$ cat config.mk
export PLATFORM = sky130hd
export DESIGN_NAME = fetch_stage
export DESIGN_NICKNAME = d
export VERILOG_FILES = /design/src/rtl/fetch_stage.sv
export SDC_FILE = /design/constraint.sdc
export NUM_CORES = 1
export LEC_CHECK = 0
export BUFFER_PORTS_ARGS = -buffer_cell sky130_fd_sc_hd__buf_2
export CORE_ASPECT_RATIO = 1.25
export CORE_MARGIN = 5
export CORE_UTILIZATION = 52
export DETAILED_ROUTE_END_ITERATION = 10
export PLACE_DENSITY = 0.87
export SYNTH_ARGS = -nofsm -noshare
export SYNTH_HDL_FRONTEND = slang
export SYNTH_SLANG_ARGS = --single-unit
export TNS_END_PERCENT = 50
$ cat constraint.sdc
create_clock -name clk -period 4.1 [get_ports clk]
set_input_delay 0.615 -clock clk [delete_from_list [all_inputs] [get_ports clk]]
set_output_delay 0.615 -clock clk [all_outputs]
set_load 0.05 [all_outputs]
$ cat src/rtl/fetch_stage.sv
`default_nettype none
// ============================================================================
// Module   : fetch_stage
// Brief    : Instruction-fetch stage: PC register, next-PC select, IF/ID
//            register. Define FETCH_STATS_EN to add redirect/stall counters.
// Revision : 1.0 - initial release
// ============================================================================
module fetch_stage #(
    parameter int              PC_W     = 32,
    parameter logic [PC_W-1:0] RESET_PC = '0
) (
    input  logic            clk,
    input  logic            reset,
    input  logic            Stall,
    input  logic            JumpSelector,
    input  logic [31:0]     TargetAddress_Jump,
    input  logic            flush_JR,
    input  logic            BranchTaken,
    input  logic [31:0]     BranchTarget,
    input  logic [31:0]     ImemData,
    output logic [PC_W-1:0] ImemAddr,
    output logic [PC_W-1:0] PC,
    output logic [31:0]     IFID_Instr,
    output logic [PC_W-1:0] IFID_PCPlus1,
    output logic            IFID_Valid,
    output logic            FlushIDEX
`ifdef FETCH_STATS_EN
    ,
    output logic [15:0]     RedirectCount,
    output logic [15:0]     StallCount
`endif
);

    typedef enum logic [1:0] {
        BOOT = 2'd0,
        RUN  = 2'd1,
        HOLD = 2'd2
    } state_t;

    state_t          r_state;
    state_t          w_state_next;
    logic [PC_W-1:0] r_pc;
    logic [PC_W-1:0] w_pc_next;
    logic [PC_W-1:0] w_pc_plus1;
    logic [31:0]     r_ifid_instr;
    logic [PC_W-1:0] r_ifid_pcp1;
    logic            r_ifid_valid;
    logic            w_active;
    logic            w_ex_redirect;
    logic            w_id_take;
    logic            w_bubble;
    logic            w_capture;

    assign w_active      = (r_state != BOOT);
    assign w_ex_redirect = flush_JR | BranchTaken;
    // A J/JAL in ID is only honoured once the stall releases; it stays in ID
    assign w_id_take     = JumpSelector & ~flush_JR & ~Stall;
    assign w_pc_plus1    = r_pc + {{(PC_W-1){1'b0}}, 1'b1};

    always_comb begin
        w_state_next = r_state;
        w_pc_next    = r_pc;
        w_bubble     = 1'b0;
        w_capture    = 1'b0;
        if (r_state == BOOT) begin
            w_state_next = RUN;
        end else begin
            if (flush_JR)
                w_pc_next = TargetAddress_Jump[PC_W-1:0];
            else if (BranchTaken)
                w_pc_next = BranchTarget[PC_W-1:0];
            else if (w_id_take)
                w_pc_next = TargetAddress_Jump[PC_W-1:0];
            else if (!Stall)
                w_pc_next = w_pc_plus1;

            w_bubble     = w_ex_redirect | w_id_take;
            w_capture    = ~w_ex_redirect & ~w_id_take & ~Stall;
            w_state_next = (w_ex_redirect || !Stall) ? RUN : HOLD;
        end
    end

    always_ff @(posedge clk) begin
        if (reset) begin
            r_state      <= BOOT;
            r_pc         <= RESET_PC;
            r_ifid_instr <= '0;
            r_ifid_pcp1  <= '0;
            r_ifid_valid <= 1'b0;
        end else begin
            r_state <= w_state_next;
            r_pc    <= w_pc_next;
            if (w_bubble) begin
                r_ifid_instr <= '0;
                r_ifid_pcp1  <= '0;
                r_ifid_valid <= 1'b0;
            end else if (w_capture) begin
                r_ifid_instr <= ImemData;
                r_ifid_pcp1  <= w_pc_plus1;
                r_ifid_valid <= 1'b1;
            end
        end
    end

    assign ImemAddr     = r_pc;
    assign PC           = r_pc;
    assign IFID_Instr   = r_ifid_instr;
    assign IFID_PCPlus1 = r_ifid_pcp1;
    assign IFID_Valid   = r_ifid_valid;
    assign FlushIDEX    = ~reset & w_active & w_ex_redirect;

`ifdef FETCH_STATS_EN
    logic [15:0] r_redirect_cnt;
    logic [15:0] r_stall_cnt;

    always_ff @(posedge clk) begin
        if (reset) begin
            r_redirect_cnt <= '0;
            r_stall_cnt    <= '0;
        end else begin
            if (w_active && (w_ex_redirect || w_id_take) && r_redirect_cnt != 16'hFFFF)
                r_redirect_cnt <= r_redirect_cnt + 16'd1;
            if (r_state == HOLD && r_stall_cnt != 16'hFFFF)
                r_stall_cnt <= r_stall_cnt + 16'd1;
        end
    end

    assign RedirectCount = r_redirect_cnt;
    assign StallCount    = r_stall_cnt;
`endif

endmodule
`default_nettype wire

==> results of run 1 <==
[metrics by stage]
stage	instance area (sq um)	setup slack (ps)	cells
after floorplan	5239	1548	665
after global placement	6254	1412	956
after detailed placement	6254	1315	956
after CTS	6561	1546	972
after global routing	6561	1201	972
final	6561	1507	972
[metal layers]
layer | share of wire, % | track usage, % | vias up | wire (um)
li1 | - | - | 2711 | -
met1 | 37 | 34.32 | 2567 | 6501
met2 | 48 | 45.37 | 355 | 8466
met3 | 11 | 5.912 | 59 | 1982
met4 | 3.6 | 12.38 | 0 | 629
met5 | 0 | 0 | - | 0
[cells in the mapped netlist, types with 5 or more instances]
library cell   n
a211o_1        6
a211oi_1      35
a21oi_1       56
a221oi_1       5
a22oi_1        9
and4_1         6
buf_4         32
clkbuf_1      39
dfxtp_1       99
inv_1         14
nand2_1       98
nand3_1       20
nand4_1        5
nor2_1        64
nor3_1         9
nor3b_1        8
nor4_1         8
o21ai_0       32
o221ai_1       9
or3_1          5
xnor2_1       19
xor2_1        10
[critical path, cell delays in order, from the launching register on]
cell	delay [ps]
dfxtp_1	550
nand4_1	330
nor4_4	590
nor4b_1	550
o21ai_0	150
a211o_1	310
[how the worst min path moves through the flow]
stage	start	depth (start not counted)	slack (ps)	to
after floorplan	r_state[0]	3	530	r_state[0]
after global placement	IFID_Instr[21]	2	440	IFID_Instr[21]
after detailed placement	IFID_Instr[17]	2	440	IFID_Instr[17]
after CTS	IFID_Instr[31]	2	450	IFID_Instr[31]
after global routing	IFID_Instr[31]	2	470	IFID_Instr[31]
final	IFID_Instr[17]	2	450	IFID_Instr[17]
[flip-flops by register name (all words and copies together) (netlist names)]
name and cells:
ImemAddr 32, IFID_Instr 32, IFID_Valid 1, r_state 2, IFID_PCPlus1 32
[layout by cell type, fill, tap and decap left out, types with 3 or more instances in the layout]
cell type	instances
a211o_1	6
a211oi_1	35
a21oi_1	56
a221o_1	4
a221oi_1	5
a22oi_1	9
and4_1	6
buf_2	231
buf_4	8
clkbuf_16	9
dfxtp_1	99
inv_1	14
nand2_1	98
nand2b_1	4
nand3_1	20
nand4_1	5
nor2_1	63
nor3_1	9
nor3b_1	8
nor4_1	8
o21ai_0	31
o221ai_1	9
o22ai_1	4
o2bb2ai_1	4
o31ai_1	4
or2_2	3
or3_1	5
xnor2_1	19
xor2_1	10
[kinds of logic (layout without fill, tap and decap cells)]
| group | Yosys count | after routing | synth area share [%] |
|---|---|---|---|
| compound gates | 193 | 193 | 24.60 |
| xor+xnor | 29 | 29 | 4.848 |
| fa+ha+maj | 1 | 1 | 0.2388 |
| buf+inv | 93 | 271 | 9.052 |
| flops | 99 | 99 | 37.83 |
| mux | 1 | 1 | 0.1911 |
| simple gates | 249 | 249 | 23.24 |
[power groups by stage]
| stage | Clock [mW] | Combinational [mW] | Sequential, mW |
|---|---|---|---|
| 5_1_grt | 0.928 | 0.568 | 1.06 |
| 6_report | 0.873 | 0.541 | 1.06 |
| 3_5_place_dp | 0 | 0.534 | 1.08 |
| 4_1_cts | 0.886 | 0.537 | 1.05 |
| 2_1_floorplan | 0 | 0.304 | 1.17 |
| 3_3_place_gp | 0 | 0.530 | 1.08 |
[final cells by class]
class	count	area share, %
Tap cell	129	2.460
Timing Repair Buffer	241	19.15
Multi-Input combinational cell	473	42.70
Inverter	14	0.8009
Clock inverter	7	1.259
Sequential cell	99	30.21
Clock buffer	9	3.432
==> results.md, run 1 <==
- Status: finished clean
- FFs w/ async S/R, synth: 0%
- Post-layout nets: ~940
- Max FO, Critical Path: 9
- Max_cap viols: 0
- Post-synth EDFFs: 0
- Hold WS: 452.3 ps
- FF/Latch Area: just under 0.002 sq mm
- Crit. End Element: flip-flop
- Hpwl dp: 12900 um
- Die Area: between 0.01 and 0.015 sq mm
- Filler Cell Count: 872
- Worst setup path endpoint: ImemAddr[31]
- TNS Setup: 0 ps
- Multi-input gate area: between 0.002 and 0.003 sq mm
- # diodes: 0
- Root Buffer Master: clkbuf_16
- Final core utilization: 65.59%
- R2R setup slack: approximately 1500 ps
- Die Wd: 99.78 um
- CTS max path bufs: 2
- Final Slew Violations: 0
- Hold_buf cts: 0
- Drt wl/cell: around 18 um
- Total wire length: 17580 um
- Max_slew headroom: between 40% and 50%
- Synth Net Count: between 700 and 800
- Pint: 1.632 mW
- Chip height: approximately 120 um
- Peak VDD IR: about 0.22 mV
- Boundary Pins: 232
- Pre-antenna DRT Iters: 8
- CP required: 4340 ps
- Crit path launch: ImemAddr[0]
- Cell area after synthesis: roughly 0.0052 sq mm
- Area Overhead vs Synth: 25.24%
- DR vias: 5692
- Worst r2r src: ImemAddr[0]
- Critical R2R Capture: ImemAddr[31]
- Initial drt markers: roughly 460
- Routability Congestion: about 0.9
- Switching Share: about a third
- Unrepaired setup endpoints after global routing: no
- Worst setup path class: reg2reg
- CTS Sinks: 99
- Mapped Cells: about 670
- R2R depth: 5
- Switching pwr: 839.2 uW
- Final hold viol count: 0
- Min-Delay Path Class: reg2reg
- Worst-Skew Late Latency: 350 ps
- Clock share of power: around a third
- Layout cells sized above 1: about a third
- First-pass GRT wire length: between 20000 and 30000 um
- H-tree Lvls: 3
- Tot Pwr: about 2.5 mW
- Final worst-path cycle share: 63.23%
- Leading area contributor after synthesis: dfxtp_1
- Worst Path Arrival: 2830 ps
- Yosys warning count: 0
- Setup-failing EPs final: 0
- Initial Util: 52.37%
- Number of global-route vias before repair: roughly 5200
- Comb pwr share: around 22%
- Top post-synthesis cells by area: dfxtp_1, nand2_1, a21oi_1
- Sequential share of power: a little over two fifths
- Yosys reg bits: between 90 and 100
- Fmax: roughly 0.39 GHz
- Unique cell type count in the Yosys netlist: 63
- Average size of a mapped cell: approximately 8 sq um
- Largest net degree at the start of global routing: 62
- Tot GR Track Use: 27.48%
- Post-synth top area share: between 30 and 40%
- Startpoint type of the worst setup path: flip-flop
- Clk pin slew, worst setup/hold paths: around 70 ps
- Core ar.: 0.01000 sq mm
- Grt ovf: 0
- Initial antenna violation count: 0
- Drt drc: 0
- Post-CTS setup buffer count: 0
- Sequential element share of the synthesized area: a little under two fifths
- Ys flop type: dfxtp_1
- Post-DRT Antenna Nets: 0
- CTS Buf Count: 9
- FP Rows: slightly above 40
- Tightest Pin Transition: ~790 ps
- P per Cell Area: about 380 mW/mm^2
- Minimum clock period: ~2600 ps
- TritonCTS clock tree: built
- Worst Skew: about 8.5 ps
- Lkg Pwr: 2.791 nW
- IO buf count: 231
- Vias/cell: around 5.9
- Post-cts sizing count: 0
Power figures use the tool's default switching activity.
==> run 2, diff against run 1 <==
Settings changed: CORE_UTILIZATION 52 to 48, PLACE_DENSITY 0.87 to 0.81.
Clock period 4.1 ns to 2.54 ns, I/O delays scaled along.
==> run 2 against run 1 <==
Effect of this change: utilization down 2.3 points; sequential share of layout area down 0.83 points; clock power up 62%; sequential power up 58%; largest cell class unchanged; highest routed layer unchanged; cell area up 3.0%; worst hold slack worse by 190 ps; combinational power up 74%; clock skew down 2.0 ps; first-iteration DRC count up 4.3%; critical path depth unchanged; fmax up 12%.
==> results.md, run 2 (same netlist as run 1, synthesis figures left out) <==
- FP Rows: 42
- Clock share of power: 34.9%
- H-tree Lvls: 3
- Layout cells sized above 1: roughly 35%
- # diodes: 0
- Initial Util: between 40% and 50%
- Most common cell after layout, fill and taps aside: buf_2
- Post-cts sizing count: 0
- Die Wd: approximately 100 um
- Switching pwr: roughly 1.4 mW
- Number of global-route vias before repair: about 5400
- Core ar.: around 0.011 sq mm
- CTS Sinks: slightly below 100
- Max_cap viols: 0
- Grt ovf: 0
- IO buf count: 231
- Largest net degree at the start of global routing: 94
- Worst Skew: between 6 and 7 ps
- Clk pin slew, worst setup/hold paths: 70 ps
- Peak VDD IR: ~0.28 mV
- Post-DRT Antenna Nets: 0
- TNS Setup: 0 ps
- Worst-Skew Late Latency: between 300 and 400 ps
- Minimum clock period: 2315 ps
- Die Area: roughly 0.013 sq mm
- Lkg Pwr: 2.913 nW
- Tightest Pin Transition: 790.4 ps
- First-pass GRT wire length: 27990 um
- Boundary Pins: ~230
- Initial antenna violation count: 0
- Worst Path Arrival: around 2600 ps
- Routability Congestion: approximately 1
- Fin cells: 1001
- Crit. End Element: flip-flop
- CTS max path bufs: 2
- Hpwl dp: ~14000 um
- Root Buffer Master: clkbuf_16
- Total wire length: around 18000 um
- Hold_buf cts: 0
- Post-layout nets: between 900 and 1000
- Place WS: approximately 280 ps
- Sequential share of power: roughly two fifths
- Max_slew headroom: between 40% and 50%
- Final Slew Violations: 0
- Post-CTS setup buffer count: 0
- Vias/cell: around 5.8
- Pint: approximately 2.7 mW
- Comb pwr share: a little under a quarter
- Drt drc: 0
- P per Cell Area: 596.9 mW/mm^2
- Startpoint type of the worst setup path: flip-flop
- Commonest cells after routing, fill and taps aside: buf_2, nand2_1, dfxtp_1
- Setup-failing EPs final: 0
- Final core utilization: 63.32%
- Final hold viol count: 0
- Pre-antenna DRT Iters: 5
- CP required: about 2800 ps
- Worst setup margin: 224.8 ps
- CTS Buf Count: 9
- Status: finished clean
- Max FO, Critical Path: 10
- Area Overhead vs Synth: 28.95%
- Chip height: roughly 130 um
- Placed cell count: about 990
- Tot GR Track Use: about 27%
- Unrepaired setup endpoints after global routing: no
- Switching Share: between 30% and 40%
- Min-Delay Path Class: in2reg
- Hold WS: ~260 ps
- Drt wl/cell: 18.20 um
- Initial drt markers: between 400 and 500
- TritonCTS clock tree: built
- Final worst-path cycle share: between 90% and 100%
- DR vias: around 5800
- Fmax: 0.4319 GHz
- Worst setup path class: reg2reg
[run 2: area by class of cell]
class,instances,area [sq um]
timing repair buffer,267,1451
multi-input combinational,473,2801
inverter,14,52.55
clock buffer,10,229.0
sequential,99,1984
clock inverter,6,71.32
fill,983,3913
tap,132,165.2
[run 2: critical path, cell delays in order (launching register included)]
cell	delay, ps
dfxtp_1	500
nand4_4	230
or4_4	580
nor3_1	420
o21ai_0	170
a211o_1	300
[run 2: layer usage]
layer  up-vias  part of all wire (%)  track usage [%]
li1       2762                     -                -
met1      2640                    38            34.99
met2       342                    49            44.07
met3        43                    10            4.887
met4         0                   2.7            9.604
met5         -                     0                0
[run 2: final timing paths]
check	start	to	slack (ps)	cells after the start
max	ImemAddr[6]	ImemAddr[20]	220	5
min	ImemData[27]	IFID_Instr[27]	260	3
max reg2reg	ImemAddr[6]	ImemAddr[20]	220	5
min reg2reg	IFID_Instr[10]	IFID_Instr[10]	450	2
[run 2: per-stage QoR]
| stage | power, mW | instance area, sq um |
|---|---|---|
| 2_1_floorplan | 2.378 | 5241 |
| 3_3_place_gp | 2.642 | 6455 |
| 3_5_place_dp | 2.649 | 6455 |
| 4_1_cts | 4.027 | 6755 |
| 5_1_grt | 4.170 | 6755 |
| 6_report | 4.032 | 6755 |
[run 2: power groups by stage]
stage / Sequential [mW] / Clock (mW) / Combinational, mW
after floorplan: 1.89 / 0 / 0.491
after global placement: 1.71 / 0 / 0.928
after detailed placement: 1.72 / 0 / 0.930
after CTS: 1.68 / 1.41 / 0.932
after global routing: 1.69 / 1.48 / 0.995
final: 1.68 / 1.41 / 0.939
